--- src/rtl/midi_parser_if.sv ---
// Byte-in / event-out bundle between the UART receiver, the MIDI parser and the voice allocator.
// Pitch-bend signals exist only when MIDI_PITCH_BEND_EN is defined.
interface midi_parser_if;
  logic       rx_done;
  logic [7:0] din;
  logic       note_on_valid;
  logic       note_off_valid;
  logic [6:0] note;
  logic [6:0] velocity;
  logic [3:0] channel;
  logic       cc_valid;
  logic [6:0] cc_num;
  logic [6:0] cc_val;
  logic       sync_err;
`ifdef MIDI_PITCH_BEND_EN
  logic        pb_valid;
  logic [13:0] pb_value;
`endif

  modport master (
`ifdef MIDI_PITCH_BEND_EN
    input  pb_valid, pb_value,
`endif
    output rx_done, din,
    input  note_on_valid, note_off_valid, note, velocity, channel,
    input  cc_valid, cc_num, cc_val, sync_err
  );

  modport slave (
`ifdef MIDI_PITCH_BEND_EN
    output pb_valid, pb_value,
`endif
    input  rx_done, din,
    output note_on_valid, note_off_valid, note, velocity, channel,
    output cc_valid, cc_num, cc_val, sync_err
  );
endinterface

--- src/rtl/midi_parser.sv ---
// MIDI channel-voice decoder: running status, real-time passthrough, SysEx skipping, channel filter.
// Optional pitch-bend events are enabled by defining MIDI_PITCH_BEND_EN.
module midi_parser #(
  parameter bit         OMNI    = 1'b1,
  parameter logic [3:0] CHANNEL = 4'd0
) (
  input logic          clk,
  input logic          reset,
  midi_parser_if.slave bus
);

  typedef enum logic [1:0] {StIdle, StD1, StD2, StSkip} state_e;

  state_e     state_q, state_d;
  logic [7:0] status_q, status_d;
  logic [6:0] d1_q, d1_d;

  logic       note_on_q, note_on_d;
  logic       note_off_q, note_off_d;
  logic       cc_valid_q, cc_valid_d;
  logic       sync_err_q, sync_err_d;
  logic [6:0] note_q, note_d;
  logic [6:0] vel_q, vel_d;
  logic [6:0] cc_num_q, cc_num_d;
  logic [6:0] cc_val_q, cc_val_d;
  logic [3:0] chan_q, chan_d;
`ifdef MIDI_PITCH_BEND_EN
  logic        pb_valid_q, pb_valid_d;
  logic [13:0] pb_value_q, pb_value_d;
`endif

  logic is_realtime, is_system, is_status, is_data, chan_ok;

  assign is_realtime = bus.din[7:3] == 5'b11111;
  assign is_system   = bus.din[7:3] == 5'b11110;
  assign is_status   = bus.din[7] && (bus.din[7:4] != 4'hF);
  assign is_data     = !bus.din[7];
  assign chan_ok     = OMNI || (status_q[3:0] == CHANNEL);

  always_comb begin
    state_d    = state_q;
    status_d   = status_q;
    d1_d       = d1_q;
    note_on_d  = 1'b0;
    note_off_d = 1'b0;
    cc_valid_d = 1'b0;
    sync_err_d = 1'b0;
    note_d     = note_q;
    vel_d      = vel_q;
    cc_num_d   = cc_num_q;
    cc_val_d   = cc_val_q;
    chan_d     = chan_q;
`ifdef MIDI_PITCH_BEND_EN
    pb_valid_d = 1'b0;
    pb_value_d = pb_value_q;
`endif

    // Real-time bytes fall through every branch and leave all state untouched.
    if (bus.rx_done && !is_realtime) begin
      if (is_system) begin
        // F7 terminates a SysEx; data after it has no status and is reported as a sync error.
        status_d = 8'h00;
        state_d  = (bus.din == 8'hF7) ? StIdle : StSkip;
      end else if (is_status) begin
        status_d = bus.din;
        state_d  = StD1;
      end else if (is_data) begin
        unique case (state_q)
          StIdle: sync_err_d = 1'b1;
          StD1: begin
            d1_d = bus.din[6:0];
            // Cn and Dn carry a single data byte.
            if (status_q[7:5] != 3'b110) state_d = StD2;
          end
          StD2: begin
            state_d = StD1;
            if (chan_ok) begin
              case (status_q[7:4])
                4'h8, 4'h9: begin
                  if (status_q[4] && (bus.din[6:0] != 7'd0)) note_on_d = 1'b1;
                  else                                       note_off_d = 1'b1;
                  note_d = d1_q;
                  vel_d  = bus.din[6:0];
                  chan_d = status_q[3:0];
                end
                4'hB: begin
                  cc_valid_d = 1'b1;
                  cc_num_d   = d1_q;
                  cc_val_d   = bus.din[6:0];
                  chan_d     = status_q[3:0];
                end
`ifdef MIDI_PITCH_BEND_EN
                4'hE: begin
                  pb_valid_d = 1'b1;
                  pb_value_d = {bus.din[6:0], d1_q};
                  chan_d     = status_q[3:0];
                end
`endif
                default: ;
              endcase
            end
          end
          StSkip: ;
        endcase
      end
    end
  end

  always_ff @(posedge clk) begin
    if (reset) begin
      state_q    <= StIdle;
      status_q   <= 8'h00;
      d1_q       <= 7'd0;
      note_on_q  <= 1'b0;
      note_off_q <= 1'b0;
      cc_valid_q <= 1'b0;
      sync_err_q <= 1'b0;
      note_q     <= 7'd0;
      vel_q      <= 7'd0;
      cc_num_q   <= 7'd0;
      cc_val_q   <= 7'd0;
      chan_q     <= 4'd0;
`ifdef MIDI_PITCH_BEND_EN
      pb_valid_q <= 1'b0;
      pb_value_q <= 14'h2000;
`endif
    end else begin
      state_q    <= state_d;
      status_q   <= status_d;
      d1_q       <= d1_d;
      note_on_q  <= note_on_d;
      note_off_q <= note_off_d;
      cc_valid_q <= cc_valid_d;
      sync_err_q <= sync_err_d;
      note_q     <= note_d;
      vel_q      <= vel_d;
      cc_num_q   <= cc_num_d;
      cc_val_q   <= cc_val_d;
      chan_q     <= chan_d;
`ifdef MIDI_PITCH_BEND_EN
      pb_valid_q <= pb_valid_d;
      pb_value_q <= pb_value_d;
`endif
    end
  end

  assign bus.note_on_valid  = note_on_q;
  assign bus.note_off_valid = note_off_q;
  assign bus.note           = note_q;
  assign bus.velocity       = vel_q;
  assign bus.channel        = chan_q;
  assign bus.cc_valid       = cc_valid_q;
  assign bus.cc_num         = cc_num_q;
  assign bus.cc_val         = cc_val_q;
  assign bus.sync_err       = sync_err_q;
`ifdef MIDI_PITCH_BEND_EN
  assign bus.pb_valid       = pb_valid_q;
  assign bus.pb_value       = pb_value_q;
`endif

endmodule

--- src/flat_wrapper.sv ---
// flat-port wrapper written by rule: the top's interface ports become plain ports
module midi_parser_flat 
#(
  parameter bit         OMNI    = 1'b1,
  parameter logic [3:0] CHANNEL = 4'd0
)
  (clk, reset, bus_rx_done, bus_din, bus_note_on_valid, bus_note_off_valid, bus_note, bus_velocity, bus_channel, bus_cc_valid, bus_cc_num, bus_cc_val, bus_sync_err);
  midi_parser_if bus_i ();
  input logic clk;
  input logic reset;
  input wire logic [$bits(bus_i.rx_done)-1:0] bus_rx_done;
  input wire logic [$bits(bus_i.din)-1:0] bus_din;
  output wire logic [$bits(bus_i.note_on_valid)-1:0] bus_note_on_valid;
  output wire logic [$bits(bus_i.note_off_valid)-1:0] bus_note_off_valid;
  output wire logic [$bits(bus_i.note)-1:0] bus_note;
  output wire logic [$bits(bus_i.velocity)-1:0] bus_velocity;
  output wire logic [$bits(bus_i.channel)-1:0] bus_channel;
  output wire logic [$bits(bus_i.cc_valid)-1:0] bus_cc_valid;
  output wire logic [$bits(bus_i.cc_num)-1:0] bus_cc_num;
  output wire logic [$bits(bus_i.cc_val)-1:0] bus_cc_val;
  output wire logic [$bits(bus_i.sync_err)-1:0] bus_sync_err;
  assign bus_i.rx_done = bus_rx_done;
  assign bus_i.din = bus_din;
  assign bus_note_on_valid = bus_i.note_on_valid;
  assign bus_note_off_valid = bus_i.note_off_valid;
  assign bus_note = bus_i.note;
  assign bus_velocity = bus_i.velocity;
  assign bus_channel = bus_i.channel;
  assign bus_cc_valid = bus_i.cc_valid;
  assign bus_cc_num = bus_i.cc_num;
  assign bus_cc_val = bus_i.cc_val;
  assign bus_sync_err = bus_i.sync_err;
  midi_parser #(.OMNI(OMNI), .CHANNEL(CHANNEL)) u_core (.clk(clk), .reset(reset), .bus(bus_i));
endmodule
--- config.mk ---
export PLATFORM = sky130hd
export DESIGN_NAME = midi_parser_flat
export DESIGN_NICKNAME = d
export VERILOG_FILES = /design/src/rtl/midi_parser_if.sv /design/src/rtl/midi_parser.sv /design/src/flat_wrapper.sv
export SDC_FILE = /design/constraint.sdc
export NUM_CORES = 1
export LEC_CHECK = 0
export BUFFER_PORTS_ARGS = -buffer_cell sky130_fd_sc_hd__buf_2
export CAP_MARGIN = 10
export CORE_ASPECT_RATIO = 0.9
export CORE_MARGIN = 1.5
export CORE_UTILIZATION = 48
export DETAILED_ROUTE_END_ITERATION = 10
export PLACE_DENSITY = 0.75
export REMOVE_ABC_BUFFERS = 1
export SYNTH_ARGS = -nofsm -noshare
export SYNTH_HDL_FRONTEND = slang
export SYNTH_SLANG_ARGS = --single-unit
--- constraint.sdc ---
create_clock -name clk -period 1.4 [get_ports clk]
set_input_delay 0.28 -clock clk [delete_from_list [all_inputs] [get_ports clk]]
set_output_delay 0.28 -clock clk [all_outputs]
set_load 0.1 [all_outputs]
==> results by group, run 1 <==
Place
  – Post-Place Cells: 327
  – Area after DPL: 2630 sq um
  – GP Congestion: 0.807
  – Hpwl dp: 3230 microns
  – PortBufs: 46

Yosys
  – Register area share after synthesis: 0.499
  – Syn Std Cell Area: 2130 sq um
  – Yosys warnings: 0
  – Post-synthesis register bit count: 53
  – Syn_area_per_cell: 10.5 sq um
  – Cells after Synth: 203
  – Netlist cell types: 32

Floorplan
  – Die Area: 4840 sq um
  – Initial core utilization: 0.512
  – Chip Width: 73.2 microns
  – Site Rows: 22
  – Die Y: 66.2 microns
  – I/O pin total: 47
  – Core area: 4160 sq um

Layout
  – Nets: 291
  – Area delta synth->final: 36.2%
  – Number of diodes: 0
  – Commonest cells after routing, fill and taps aside: dfxtp_1 (51), nor2_1 (43), mux2i_1 (37), buf_2 (37), buf_4 (23)
  – Commonest non-fill, non-tap cell in the layout: dfxtp_1
  – Post-Layout Inst Area: 2900 sq um
  – Non-filler cells, final: 338
  – Layout cell share with drive strength beyond 1: 0.381

Route
  – Drt wl/cell: 13.6 microns
  – Vias per Instance: 5.03
  – Drt pass-1 iters: 5
  – Met2 Wirelength: 2010 microns
  – Post-Route WL: 4610 microns
  – Met1 wire length: 2350 microns
  – Metal3 WL: 190 microns
  – Vias: 1701
  – Highest routed layer: met4
  – Post-route ant nets: 0
  – Starting DRT DRC Count: 59
  – DRC viols: 0

Critical path
  – Startpoint types: flop
  – Instance count on the critical path: 8
  – Worst-path fanout max: 7
  – Crit-path slowest cell: dfxtp_2
  – CP arrival: 1.80 ns
  – Critical path's top delay family: buffers and inverters
  – Critical-path cell list: inv_2 -> ha_4 -> and4bb_2 -> buf_6 -> o2111ai_4 -> buf_12 -> mux2i_2 -> nor2_1
  – Critical path class: reg -> reg
  – Critical path capture point: u_core.bus.cc_num[2]
  – Reg-to-Reg End: u_core.bus.cc_num[2]
  – Critical Path Max Stage Delay: 0.33 ns
  – FF-to-FF path depth: 8
  – Buf+Inv Stages, Crit Path: 3
  – Worst r2r src: u_core.state_q[0]
  – Reg2Reg Setup Slack: -0.19 ns
  – Crit path launch: u_core.state_q[0]
  – Worst EP required: 1.61 ns
  – Critical Path End Type: flop

GRT
  – Initial antenna violation count: 0
  – Global-route usage over all layers: 0.204
  – Vias in the first global route: 1548
  – First-pass GRT wire length: 7580 microns
  – Grt total ovfl: 0
  – Largest net degree at the start of global routing: 29

Run
  – Maxcap violations: 0

Pwr
  – Static leakage: 1.45 nW
  – Total power: 2.94 mW
  – IR drop worst, VDD: 688 uV
  – Pwr per Cell Area: 1020 nW/um^2

Timing
  – Endpoints failing setup: 36
  – Max Slew Vio Count: 0
  – RSZ-0062 raised after global routing: yes
  – Fmax: 630 MHz
  – Setup TNS: -5.07 ns
  – Tcrit/Tclk final: 1.13
  – Final hold vios: 0
  – Slew headroom: 0.675
  – Fin worst setup slack: -0.187 ns
  – Post-Route Skew: 0.00847 ns
  – Hold Slack: 0.301 ns
  – Fin crit period: 1.59 ns
  – Worst-margin pin slew: 0.491 ns

Status
  – Failing checks: setup timing
  – Status: finished with violations

Clock network
  – Clock Path Buffers: 2
  – CTS tree: built
  – Root Buffer Master: clkbuf_8
  – # hold bufs at CTS: 0
  – CTS clock-pin slew for the worst setup and hold paths: 0.10 ns
  – Clk sink count: 53
  – CTS buffer count: 5
  – H-tree Lvls: 2
  – Later-pin clock latency in the skew report: 0.31 ns

Worst hold path
  – Min-delay worst type: in -> reg
[metrics by stage]
stage,utilization,worst slack [ns]
2_1_floorplan,-,-0.136
4_1_cts,0.682,-0.174
6_report,0.697,-0.187
5_1_grt,0.697,-0.273
3_3_place_gp,0.632,-0.126
3_5_place_dp,0.632,-0.170
[state kept, by name, indices dropped and copies added, names as in the netlist]
signal	cells
u_core.status_q	8
u_core.bus.cc_num	7
u_core.bus.cc_val	7
u_core.bus.note	7
u_core.bus.velocity	7
u_core.d1_q	7
u_core.bus.channel	4
u_core.state_q	2
u_core.bus.cc_valid	1
u_core.bus.note_off_valid	1
u_core.bus.note_on_valid	1
u_core.bus.sync_err	1
[cell usage after synthesis (all sizes together)]
cell,instances,area share
dfxtp,53,0.50
nor2,44,0.078
mux2i,40,0.19
nand2b,9,0.026
clkbuf,7,0.012
a22oi,6,0.021
inv,5,0.0088
nand3,5,0.012
a21oi,4,0.011
buf,4,0.024
ha,3,0.018
nand2,3,0.0053
o2111ai,3,0.032
nor2b,2,0.0059
nor3,2,0.0047
o21ai,2,0.0047
a211o,1,0.0041
a221oi,1,0.0041
a311oi,1,0.0041
and2,1,0.0029
and4bb,1,0.0059
nand4,1,0.010
nand4b,1,0.0041
nor4bb,1,0.0047
o41ai,1,0.0041
or3,1,0.0029
or4,1,0.0035
[worst min-delay path by stage]
stage	start	to	slack (ns)	cells past startpoint
6_report	bus_din[7]	u_core.bus.sync_err	0.30	3
5_1_grt	bus_din[7]	u_core.bus.sync_err	0.31	3
4_1_cts	bus_din[7]	u_core.bus.sync_err	0.29	3
3_5_place_dp	u_core.bus.channel[3]	u_core.bus.channel[3]	0.47	2
3_3_place_gp	u_core.bus.channel[0]	u_core.bus.channel[0]	0.46	2
2_1_floorplan	reset	u_core.state_q[0]	0.35	1
[cells by family (layout without fill, tap and decap cells)]
group / Yosys count / count (layout) / synth area share
DFF: 53 / 53 / 0.499
AOI/OAI and AO/OA: 19 / 19 / 0.0852
muxes: 40 / 40 / 0.188
adders and majority gates: 3 / 3 / 0.0176
buffers and inverters: 16 / 91 / 0.0447
and+or+nand+nor: 72 / 72 / 0.166
[what timing repair did]
item | in CTS | in global routing
cloned | 1 | 0
pin swaps | 10 | 13
resized for setup | 14 | 18
setup buffers | 1 | 2
setup endpoints to repair | 41 | 52
[per-layer routing]
layer | vias up | track usage
li1 | 849 | -
met5 | - | 0
met1 | 801 | 0.302
met2 | 43 | 0.295
met4 | 0 | 0.0637
met3 | 8 | 0.0427
[power by group]
part           total [mW]  internal (mW)  switching, mW
combinational       0.305          0.137          0.169
clock                1.09          0.582          0.504
sequential           1.55           1.53         0.0174
[worst register-to-register path: cells and delay by family (launching register included)]
family	cells	cell delay, ns
and+or+nand+nor	2	0.32
muxes	1	0.16
AOI/OAI and AO/OA	1	0.16
buffers and inverters	3	0.39
adders and majority gates	1	0.13
DFF	1	0.33
[layout make-up]
type	count	area, sq um
fillers	324	1260
flip-flops and latches	53	1060
multi-input cells	134	1040
repair buffers	78	576
clock buffers	6	82.6
well taps	60	75.1
clock inverters	2	37.5
inverters	5	18.8
Note: power is estimated with default switching activity, not from simulation.
==> inputs of run 2 (changes only) <==
--- a/config.mk
+++ b/config.mk
@@ -12,6 +12,7 @@
 export CORE_UTILIZATION = 48
 export DETAILED_ROUTE_END_ITERATION = 10
 export PLACE_DENSITY = 0.75
+export RECOVER_POWER = 50
 export REMOVE_ABC_BUFFERS = 1
 export SYNTH_ARGS = -nofsm -noshare
 export SYNTH_HDL_FRONTEND = slang
==> results by group, run 2 (same netlist as run 1, synthesis figures left out) <==
Status
  – Status: finished with violations
  – Failing checks: setup timing

Critical path
  – Worst EP required: 1.61 ns (about the same)
  – Critical path class: reg -> reg
  – Startpoint types: flop
  – CP arrival: 1.80 ns (about the same)
  – Critical Path End Type: flop
  – Worst-path fanout max: 7 (unchanged)

Route
  – DRC viols: 0 (unchanged)
  – Vias per Instance: 5.09 (+1.1%)
  – Drt wl/cell: 13.7 microns (+0.28%)
  – Starting DRT DRC Count: 74 (+25%)
  – Post-route ant nets: 0 (unchanged)
  – Drt pass-1 iters: 6 (+1)
  – Post-Route WL: 4620 microns (+0.28%)
  – Vias: 1719 (+1.1%)

Pwr
  – Sw Ratio: 0.235 (about the same)
  – Internal: 2.25 mW (-0.16%)
  – Pwr per Cell Area: 1020 nW/um^2 (+0.24%)
  – Static leakage: 1.44 nW (-0.75%)
  – Combinational Power Share: 0.103 (about the same)
  – Reg power frac: 0.528 (about the same)
  – Total power: 2.94 mW (-0.15%)
  – Clk pwr share: 0.370 (about the same)
  – IR drop worst, VDD: 688 uV (about the same)
  – Sw Pwr: 690 uW (-0.12%)

Layout
  – Number of diodes: 0 (unchanged)
  – Largest reg by FF count: u_core.status_q
  – Commonest non-fill, non-tap cell in the layout: dfxtp_1
  – Fill cell total of the finished layout: 327 (+0.93%)
  – Max reg flops: 8 (unchanged)
  – Nets: 291 (unchanged)
  – Layout cell share with drive strength beyond 1: 0.371 (-0.0108)
  – Final Util: 0.694 (-0.00271)
  – Area delta synth->final: 35.6%
  – Commonest cells after routing, fill and taps aside: dfxtp_1 (51), nor2_1 (43), mux2i_1 (37)
  – Post-Layout Inst Area: 2890 sq um (-0.39%)

Floorplan
  – I/O pin total: 47 (unchanged)
  – Chip Width: 73.2 microns (unchanged)
  – Die Area: 4840 sq um (unchanged)
  – Site Rows: 22 (unchanged)
  – Core area: 4160 sq um (unchanged)
  – Die Y: 66.2 microns (unchanged)
  – Initial core utilization: 0.512 (unchanged)

Clock network
  – CTS clock-pin slew for the worst setup and hold paths: 0.10 ns (about the same)
  – Root Buffer Master: clkbuf_8
  – Clock Path Buffers: 2 (unchanged)
  – CTS tree: built
  – Clk sink count: 53 (unchanged)
  – CTS buffer count: 5 (unchanged)
  – Later-pin clock latency in the skew report: 0.31 ns (about the same)
  – H-tree Lvls: 2 (unchanged)

GRT
  – Global-route usage over all layers: 0.204 (unchanged)
  – Vias in the first global route: 1548 (unchanged)
  – Largest net degree at the start of global routing: 29 (unchanged)
  – Grt total ovfl: 0 (unchanged)
  – Initial antenna violation count: 0 (unchanged)
  – First-pass GRT wire length: 7580 microns (unchanged)

Timing
  – Fin crit period: 1.58 ns (-0.00216 ns)
  – Final hold vios: 0 (unchanged)
  – Worst-margin pin slew: 0.539 ns (+0.0481 ns)
  – RSZ-0062 raised after global routing: yes
  – Tcrit/Tclk final: 1.13 (-0.00154)
  – Slew headroom: 0.642 (-0.0328)
  – Hold Slack: 0.303 ns (+0.00176 ns)
  – Endpoints failing setup: 36 (unchanged)
  – Max Slew Vio Count: 0 (unchanged)
  – Fmax: 631 MHz (+0.14%)
  – Post-Route Skew: 0.00981 ns (+0.00134 ns)
  – Fin worst setup slack: -0.185 ns (+0.00216 ns)

Worst hold path
  – Min-delay worst type: in -> reg

Place
  – GP Congestion: 0.807 (unchanged)
  – Area after DPL: 2630 sq um (unchanged)
  – Pre-CTS setup slack: -0.170 ns (unchanged)
  – Hpwl dp: 3230 microns (unchanged)
  – PortBufs: 46 (unchanged)

Run
  – Maxcap violations: 0 (unchanged)
-- run 2: what timing repair did --
action                                 in CTS  in global routing
cloned                                      1                  0
setup buffers                               1                  2
pin swaps                                  10                 13
setup endpoints to repair                  41                 52
endpoints found under the hold margin       0                  0
resized for setup                          14                 18
hold buffers                                0                  0
-- run 2: power groups by stage --
stage | combinational [mW] | clock (mW) | sequential [mW]
6_report | 0.301 | 1.09 | 1.55
5_1_grt | 0.328 | 1.16 | 1.55
4_1_cts | 0.294 | 1.11 | 1.55
3_5_place_dp | 0.270 | 0 | 1.58
3_3_place_gp | 0.267 | 0 | 1.58
2_1_floorplan | 0.0995 | 0 | 1.60
-- run 2: per-stage QoR --
stage / cells / TNS (ns)
floorplan: 192 / -3.96
global placement: 327 / -4.24
detailed placement: 327 / -5.31
CTS: 337 / -4.84
global route: 338 / -8.40
finish: 338 / -5.01
-- run 2: layout make-up --
class | count | area (sq um) | area share
sequential | 53 | 1060 | 0.368
multi-input combinational | 134 | 1040 | 0.362
timing repair buffer | 78 | 564 | 0.195
clock buffer | 6 | 82.6 | 0.0286
tap | 60 | 75.1 | 0.0260
clock inverter | 2 | 37.5 | 0.0130
inverter | 5 | 18.8 | 0.00650
-- run 2: worst max-delay path, stage by stage (launching register included) --
cell	delay (ns)
dfxtp_2	0.33
inv_2	0.07
ha_4	0.13
and4bb_2	0.25
buf_6	0.13
o2111ai_4	0.16
buf_12	0.19
mux2i_2	0.16
nor2_1	0.07
-- run 2: metal layers --
layer,up-vias,routed length (microns),track usage,part of all wire
li1,849,-,-,-
met1,810,2320,0.302,0.50
met2,52,2010,0.295,0.43
met3,8,229,0.0427,0.050
met4,0,55,0.0637,0.012
met5,-,0,0,0
-- run 2: worst paths after layout --
kind,startpoint,slack [ns],depth (start not counted),to
max,u_core.state_q[0],-0.18,8,u_core.bus.cc_num[2]
min,bus_din[7],0.30,3,u_core.bus.sync_err
max reg2reg,u_core.state_q[0],-0.18,8,u_core.bus.cc_num[2]
min reg2reg,u_core.bus.channel[1],0.48,2,u_core.bus.channel[1]
